`config.mk`:
```
export PLATFORM = sky130hd
export DESIGN_NAME = ball_physics_engine
export DESIGN_NICKNAME = d
export VERILOG_FILES = /design/src/rtl/ball_physics_engine.sv
export SDC_FILE = /design/constraint.sdc
export NUM_CORES = 2
export LEC_CHECK = 0
export CAP_MARGIN = 20
export CORE_MARGIN = 2
export CORE_UTILIZATION = 35
export DETAILED_ROUTE_END_ITERATION = 7
export GPL_ROUTABILITY_DRIVEN = 0
export PLACE_DENSITY_LB_ADDON = 0.15
export REMOVE_ABC_BUFFERS = 1
export SLEW_MARGIN = 20
export SYNTH_ARGS = -nofsm -noshare
export SYNTH_HDL_FRONTEND = slang
export SYNTH_SLANG_ARGS = --single-unit
```
`constraint.sdc`:
```
create_clock -name clk -period 20 [get_ports clk]
set_clock_uncertainty 0.05 [all_clocks]
set_input_delay 3 -clock clk [delete_from_list [all_inputs] [get_ports clk]]
set_output_delay 3 -clock clk [all_outputs]
set_load 0.01 [all_outputs]
```
`src/rtl/ball_physics_engine.sv`:
```
// Single-ball engine: serve/live/score sequencing, goal and obstacle detection, wall reflection,
// and one move per movement tick.
module ball_physics_engine #(
    parameter int NUM_OBSTACLES   = 4,
    parameter int POS_W           = 11,
    parameter int BALL_RADIUS     = 8,
    parameter int OBSTACLE_RADIUS = 20,
    parameter int GOAL_RADIUS     = 30,
    parameter int TICK_DIV        = 28,
    parameter int SERVE_DELAY     = 60,
    parameter int INIT_SPEED      = 2,
    parameter int MAX_SPEED       = 6,
    parameter int FIELD_X_MIN     = 150,
    parameter int FIELD_X_MAX     = 660,
    parameter int FIELD_Y_MIN     = 36,
    parameter int FIELD_Y_MAX     = 510,
    parameter int SPAWN_X         = 400,
    parameter int SPAWN_Y         = 275,
    parameter int GOAL_A_X        = 400,
    parameter int GOAL_A_Y        = 430,
    parameter int GOAL_B_X        = 400,
    parameter int GOAL_B_Y        = 120
) (
    input  logic                                                  clk,
    input  logic                                                  rst,
    input  logic                                                  game_initiated,
    input  logic                                                  game_over,
    input  logic [NUM_OBSTACLES*10-1:0]                           obstacle_x,
    input  logic [NUM_OBSTACLES*10-1:0]                           obstacle_y,
    output logic signed [POS_W-1:0]                               x_position,
    output logic signed [POS_W-1:0]                               y_position,
    output logic                                                  ball_live,
    output logic                                                  score_a_pulse,
    output logic                                                  score_b_pulse,
    output logic [(NUM_OBSTACLES > 1 ? $clog2(NUM_OBSTACLES) : 1)-1:0] last_hit_idx
);

    localparam int IdxW = (NUM_OBSTACLES > 1) ? $clog2(NUM_OBSTACLES) : 1;
    localparam int CntW = (TICK_DIV > 1) ? $clog2(TICK_DIV) : 1;
    localparam int SrvW = (SERVE_DELAY > 1) ? $clog2(SERVE_DELAY) : 1;
    localparam int DW   = POS_W + 1;
    localparam int SqW  = 2 * DW;

    localparam logic [1:0] StIdle   = 2'd0;
    localparam logic [1:0] StServe  = 2'd1;
    localparam logic [1:0] StLive   = 2'd2;
    localparam logic [1:0] StScored = 2'd3;

    localparam logic [SqW:0] HitR2  = (SqW+1)'((OBSTACLE_RADIUS + BALL_RADIUS) *
                                               (OBSTACLE_RADIUS + BALL_RADIUS));
    localparam logic [SqW:0] GoalR2 = (SqW+1)'((GOAL_RADIUS - BALL_RADIUS) *
                                               (GOAL_RADIUS - BALL_RADIUS));

    localparam logic signed [POS_W-1:0] SpawnX = POS_W'(SPAWN_X);
    localparam logic signed [POS_W-1:0] SpawnY = POS_W'(SPAWN_Y);
    localparam logic signed [POS_W-1:0] XLo    = POS_W'(FIELD_X_MIN + BALL_RADIUS);
    localparam logic signed [POS_W-1:0] XHi    = POS_W'(FIELD_X_MAX - BALL_RADIUS);
    localparam logic signed [POS_W-1:0] YLo    = POS_W'(FIELD_Y_MIN + BALL_RADIUS);
    localparam logic signed [POS_W-1:0] YHi    = POS_W'(FIELD_Y_MAX - BALL_RADIUS);
    localparam logic signed [DW-1:0]    GoalAX = DW'(GOAL_A_X);
    localparam logic signed [DW-1:0]    GoalAY = DW'(GOAL_A_Y);
    localparam logic signed [DW-1:0]    GoalBX = DW'(GOAL_B_X);
    localparam logic signed [DW-1:0]    GoalBY = DW'(GOAL_B_Y);
    localparam logic signed [4:0]       InitSpd = 5'(INIT_SPEED);
    localparam logic [4:0]              MaxSpd  = 5'(MAX_SPEED);

    function automatic logic [SqW-1:0] square(input logic signed [DW-1:0] d);
        logic signed [SqW-1:0] e;
        e = SqW'(d);
        return $unsigned(e * e);
    endfunction

    function automatic logic [SqW:0] dist2(input logic signed [DW-1:0] a,
                                           input logic signed [DW-1:0] b);
        return {1'b0, square(a)} + {1'b0, square(b)};
    endfunction

    function automatic logic signed [4:0] abs5(input logic signed [4:0] v);
        return v[4] ? -v : v;
    endfunction

    // Grow the magnitude by one up to the cap while keeping the sign.
    function automatic logic signed [4:0] speed_up(input logic signed [4:0] v);
        logic [4:0] mag;
        mag = v[4] ? 5'(-v) : 5'(v);
        mag = (mag >= MaxSpd) ? MaxSpd : mag + 5'd1;
        return v[4] ? -$signed(mag) : $signed(mag);
    endfunction

    logic [1:0]              state_q, state_d;
    logic [CntW-1:0]         tick_cnt_q;
    logic [SrvW-1:0]         serve_q, serve_d;
    logic signed [POS_W-1:0] x_q, x_d, y_q, y_d;
    logic signed [4:0]       vx_q, vx_d, vy_q, vy_d;
    logic [IdxW-1:0]         hit_q, hit_d;
    logic                    sa_q, sa_d, sb_q, sb_d;
    logic                    tick;

    logic signed [DW-1:0]    bx, by;
    logic signed [DW-1:0]    obs_dx [NUM_OBSTACLES];
    logic signed [DW-1:0]    obs_dy [NUM_OBSTACLES];
    logic [NUM_OBSTACLES-1:0] obs_in;
    logic                    hit_any;
    logic [IdxW-1:0]         hit_idx;
    logic signed [DW-1:0]    hit_dx, hit_dy;
    logic [DW-1:0]           adx, ady;
    logic                    goal_a_in, goal_b_in;
    logic signed [4:0]       refl_vx, refl_vy, wall_vx, wall_vy, new_vx, new_vy;
    logic signed [POS_W-1:0] wall_x, wall_y, base_x, base_y;

    assign tick = (tick_cnt_q == CntW'(TICK_DIV - 1));
    assign bx   = DW'(x_q);
    assign by   = DW'(y_q);

    assign goal_a_in = dist2(bx - GoalAX, by - GoalAY) < GoalR2;
    assign goal_b_in = dist2(bx - GoalBX, by - GoalBY) < GoalR2;

    always_comb begin
        for (int i = 0; i < NUM_OBSTACLES; i++) begin
            obs_dx[i] = bx - $signed({{(DW-10){1'b0}}, obstacle_x[10*i +: 10]});
            obs_dy[i] = by - $signed({{(DW-10){1'b0}}, obstacle_y[10*i +: 10]});
            obs_in[i] = dist2(obs_dx[i], obs_dy[i]) < HitR2;
        end
    end

    // Scan from the top so the lowest qualifying index wins.
    always_comb begin
        hit_any = 1'b0;
        hit_idx = '0;
        hit_dx  = '0;
        hit_dy  = '0;
        for (int i = NUM_OBSTACLES - 1; i >= 0; i--) begin
            if (obs_in[i]) begin
                hit_any = 1'b1;
                hit_idx = IdxW'(i);
                hit_dx  = obs_dx[i];
                hit_dy  = obs_dy[i];
            end
        end
    end

    always_comb begin
        adx     = hit_dx[DW-1] ? -hit_dx : hit_dx;
        ady     = hit_dy[DW-1] ? -hit_dy : hit_dy;
        refl_vx = speed_up((adx >= ady) ? -vx_q : vx_q);
        refl_vy = speed_up((ady >= adx) ? -vy_q : vy_q);
    end

    always_comb begin
        wall_x  = x_q;
        wall_y  = y_q;
        wall_vx = vx_q;
        wall_vy = vy_q;
        if (x_q < XLo) begin
            wall_x  = XLo;
            wall_vx = abs5(vx_q);
        end else if (x_q > XHi) begin
            wall_x  = XHi;
            wall_vx = -abs5(vx_q);
        end
        if (y_q < YLo) begin
            wall_y  = YLo;
            wall_vy = abs5(vy_q);
        end else if (y_q > YHi) begin
            wall_y  = YHi;
            wall_vy = -abs5(vy_q);
        end
    end

    assign new_vx = hit_any ? refl_vx : wall_vx;
    assign new_vy = hit_any ? refl_vy : wall_vy;
    assign base_x = hit_any ? x_q : wall_x;
    assign base_y = hit_any ? y_q : wall_y;

    always_comb begin
        state_d = state_q;
        serve_d = serve_q;
        x_d     = x_q;
        y_d     = y_q;
        vx_d    = vx_q;
        vy_d    = vy_q;
        hit_d   = hit_q;
        sa_d    = 1'b0;
        sb_d    = 1'b0;
        if (game_over) begin
            state_d = StIdle;
            x_d     = SpawnX;
            y_d     = SpawnY;
            vx_d    = InitSpd;
            vy_d    = InitSpd;
        end else begin
            case (state_q)
                StIdle: begin
                    x_d = SpawnX;
                    y_d = SpawnY;
                    if (game_initiated) begin
                        state_d = StServe;
                        serve_d = '0;
                    end
                end
                StServe: begin
                    x_d = SpawnX;
                    y_d = SpawnY;
                    if (tick) begin
                        if (serve_q == SrvW'(SERVE_DELAY - 1)) state_d = StLive;
                        else                                   serve_d = serve_q + SrvW'(1);
                    end
                end
                StLive: begin
                    if (tick) begin
                        if (goal_b_in || goal_a_in) begin
                            state_d = StScored;
                            x_d     = SpawnX;
                            y_d     = SpawnY;
                            vx_d    = InitSpd;
                            vy_d    = goal_b_in ? InitSpd : -InitSpd;
                            sa_d    = goal_b_in;
                            sb_d    = !goal_b_in;
                        end else begin
                            x_d  = base_x + POS_W'(new_vx);
                            y_d  = base_y + POS_W'(new_vy);
                            vx_d = new_vx;
                            vy_d = new_vy;
                            if (hit_any) hit_d = hit_idx;
                        end
                    end
                end
                StScored: begin
                    x_d     = SpawnX;
                    y_d     = SpawnY;
                    state_d = StServe;
                    serve_d = '0;
                end
                default: state_d = StIdle;
            endcase
        end
    end

    always_ff @(posedge clk) begin
        if (rst) begin
            state_q    <= StIdle;
            tick_cnt_q <= '0;
            serve_q    <= '0;
            x_q        <= SpawnX;
            y_q        <= SpawnY;
            vx_q       <= InitSpd;
            vy_q       <= InitSpd;
            hit_q      <= '0;
            sa_q       <= 1'b0;
            sb_q       <= 1'b0;
        end else begin
            state_q    <= state_d;
            tick_cnt_q <= tick ? '0 : tick_cnt_q + CntW'(1);
            serve_q    <= serve_d;
            x_q        <= x_d;
            y_q        <= y_d;
            vx_q       <= vx_d;
            vy_q       <= vy_d;
            hit_q      <= hit_d;
            sa_q       <= sa_d;
            sb_q       <= sb_d;
        end
    end

    assign x_position    = x_q;
    assign y_position    = y_q;
    assign ball_live     = (state_q == StLive);
    assign score_a_pulse = sa_q;
    assign score_b_pulse = sb_q;
    assign last_hit_idx  = hit_q;

endmodule

```
==> impl_metrics.tcl <==
set metrics [dict create \
    hold_buffers 0 \
    hp-class "reg -> reg" \
    report.final.slew_viol_count 0 \
    critPathMaxStageDelay_ns 0.60 \
    met1_length_mm 83.1 \
    hold_viol 0 \
    crit_slowest_cell "clkdlybuf4s50_1" \
    synth_area_um2 68100 \
    ys_ff_latch 49 \
    die_area_um2 198000 \
    end_kind "flip-flop" \
    core_area_um2 193000 \
    cts_buffer_depth 2 \
    worst_slew_pin_slew_ns 0.995 \
    grt_overflow 0 \
    clkTransAtPathRegs_ns 0.09 \
    row_count 161 \
    hold_depth 1 \
    port_buffers 110 \
    path_class "in -> reg" \
    initial_core_util 0.353 \
    vias 53600 \
    hold_end "tick_cnt_q[0]" \
    antenna_found_initial 5 \
    arrival_ns 19.25 \
    cts-root-buf "clkbuf_16" \
    fin_crit_ns 19.05 \
    synthCells 8062 \
    stdcell_count 10900 \
    async_flop_share 0 \
    clock-sinks 49 \
    fmax_mhz 52.5 \
    synth_top_family_by_area "adder cells" \
    synthTopCellsByArea "fa_1, ha_1, inv_1" \
    synth-edff-count 0 \
    critPathBufInv 10 \
    dpl.cell_count 10900 \
    htree_levels 2 \
    worstSkewPairLatency_ns 0.32 \
    dr.pass1.iters 6 \
    maxCapViolCount 0 \
    grt_pass1_vias 57200 \
    r2r_start "y_position[0]" \
    setup_viol 0 \
    min-delay-start "tick_cnt_q[0]" \
    wl_per_cell_um 17.6 \
    final_antenna_net_count 0 \
    synthXorXnorAreaFrac 0.0561 \
    drt-initial-drc-count 2960 \
    yosysWarnings 0 \
    grt_use_total 0.198 \
    synth_top_area_share 0.397 \
    top_layer "met5" \
    yosys.area_share.simple 0.122 \
    synth-compound-area-share 0.116 \
    synthMuxAreaShare 0.00823 \
    rrSetupSlack_ns 2.80 \
    grt_max_degree 29 \
    nNetsFinal 10700 \
    via_per_inst 4.91 \
    ys_seq_area_frac 0.0144 \
    synthFlopType "dfxtp_1" \
    chipWidth_um 445 \
    critPathLaunchType "primary input" \
    die_y_um 445 \
    rr_worst_depth 81 \
    n_antenna_cell 0 \
    worstPathMaxFanout 10 \
    cp_top_family "compound AO/OA/AOI/OAI gates" \
    fill_cells 20000 \
    grt_pass1_wl_mm 311 \
    yosysTopAreaCell "fa_1" \
    hpwl_mm 170 \
    synth.most_common_cell "inv_1" \
    crit_required_ns 20.19 \
    drt_wl_total_mm 192 \
    met2WireLength_mm 96.4 \
    ioPinCount 111 \
    cts_buffers 5 \
    regToRegEndpoint "y_position[10]" \
    relSlewSlack 0.334 \
    syn_avg_cell_area_um2 8.44 \
    status "completed" \
    syn2layout_area_growth_pct 10.3 \
    drive_gt1_frac 0.0686 \
    fin_crit_sh 0.953 \
    cts_tree "built" \
    synth_common_cells "inv_1, fa_1, ha_1" \
    synth-adder-area-share 0.559 \
    dr_wl_met3_mm 5.72 \
    ys_types 101 \
    post-route-drc-count 0 \
]
## stage by stage
stage	area [um2]	TNS, ns	util	worst slack [ns]	hold WS [ns]
finish	75100	0	0.389	0.946	0.410
global route	75100	-0.156	0.389	-0.0938	0.446
CTS	74300	0	0.385	0.0191	0.414
detailed placement	74200	-2.00	0.384	-0.624	0.401
global placement	74200	-0.604	0.384	-0.300	0.380
floorplan	67600	0	-	0.396	0.368
## cells in the final DEF (no fill, tap or decap), types with 21 or more instances in the layout
cell / instances
a211oi_1: 38
a21boi_0: 22
a21o_1: 89
a21oi_1: 310
a21oi_2: 54
a22oi_1: 43
a31oi_1: 34
and2_1: 63
and3_1: 25
buf_4: 329
clkdlybuf4s50_1: 106
clkinv_1: 47
dfxtp_1: 45
fa_1: 1349
ha_1: 881
inv_1: 2044
mux2_2: 21
mux2i_1: 31
nand2_1: 512
nand2b_1: 75
nand3_1: 62
nand4_1: 31
nor2_1: 714
nor2_2: 21
nor2b_1: 87
nor3_1: 82
o211ai_1: 23
o21a_1: 48
o21ai_0: 201
o21ai_1: 45
o21bai_1: 89
o31ai_1: 26
or2_2: 28
or3_1: 35
xnor2_1: 319
xor2_1: 107
## cell families after synthesis
group | after synthesis
adder cells (fa/ha/maj) | 2234
flip-flops | 49
multiplexers | 53
buffers and inverters | 2238
AND/OR/NAND/NOR | 1836
AO/OA/AOI/OAI | 1216
XOR/XNOR | 436
## area by class of cell
| class | count | area [um2] | share of cell area |
|---|---|---|---|
| Sequential cell | 49 | 986 | 0.0131 |
| Multi-Input combinational cell | 5775 | 59200 | 0.789 |
| Clock buffer | 5 | 125 | 0.00167 |
| Inverter | 2110 | 7930 | 0.106 |
| Clock inverter | 3 | 28.8 | 0.000383 |
| Tap cell | 2526 | 3160 | 0.0421 |
| Timing Repair Buffer | 443 | 3630 | 0.0484 |
## per-layer routing
| metal | track usage | up-vias |
|---|---|---|
| li1 | - | 25700 |
| met1 | 0.258 | 26700 |
| met2 | 0.357 | 983 |
| met3 | 0.00679 | 176 |
| met4 | 0.0545 | 2 |
| met5 | 0 | - |
## state kept, by name, indices dropped and copies added, names as in the netlist
register / cells
serve_q: 6
vx_q: 5
score_b_pulse: 1
y_position: 11
x_position: 11
score_a_pulse: 1
state_q: 2
tick_cnt_q: 5
last_hit_idx: 2
vy_q: 5
## what timing repair did
item,CTS,global route
gates resized for setup,2,181
setup buffers,0,24
pin swaps,0,31
endpoints found under the setup margin,3,17
## worst max-delay path by stage
| stage | endpoint | depth (start not counted) | slack (ns) | start |
|---|---|---|---|---|
| 2_1_floorplan | x_position[10] | 74 | 0.40 | obstacle_y[11] |
| 3_3_place_gp | x_position[10] | 81 | -0.30 | obstacle_x[10] |
| 3_5_place_dp | x_position[10] | 81 | -0.62 | obstacle_x[10] |
| 4_1_cts | y_position[10] | 81 | 0.02 | obstacle_x[0] |
| 5_1_grt | x_position[10] | 85 | -0.09 | obstacle_x[10] |
| 6_report | y_position[10] | 82 | 0.95 | obstacle_x[30] |
## worst register-to-register path, delay by kind of cell, from the launching register on
family | cells | cell delay (ns)
buf+inv | 9 | 1.62
compound gates | 37 | 6.29
simple gates | 18 | 2.85
xor+xnor | 5 | 0.92
fa+ha+maj | 12 | 4.83
flops | 1 | 0.55
Power is left out: the tool's default activity adds up to more than one toggle a clock period on the data nets, which glitch-free logic cannot reach.
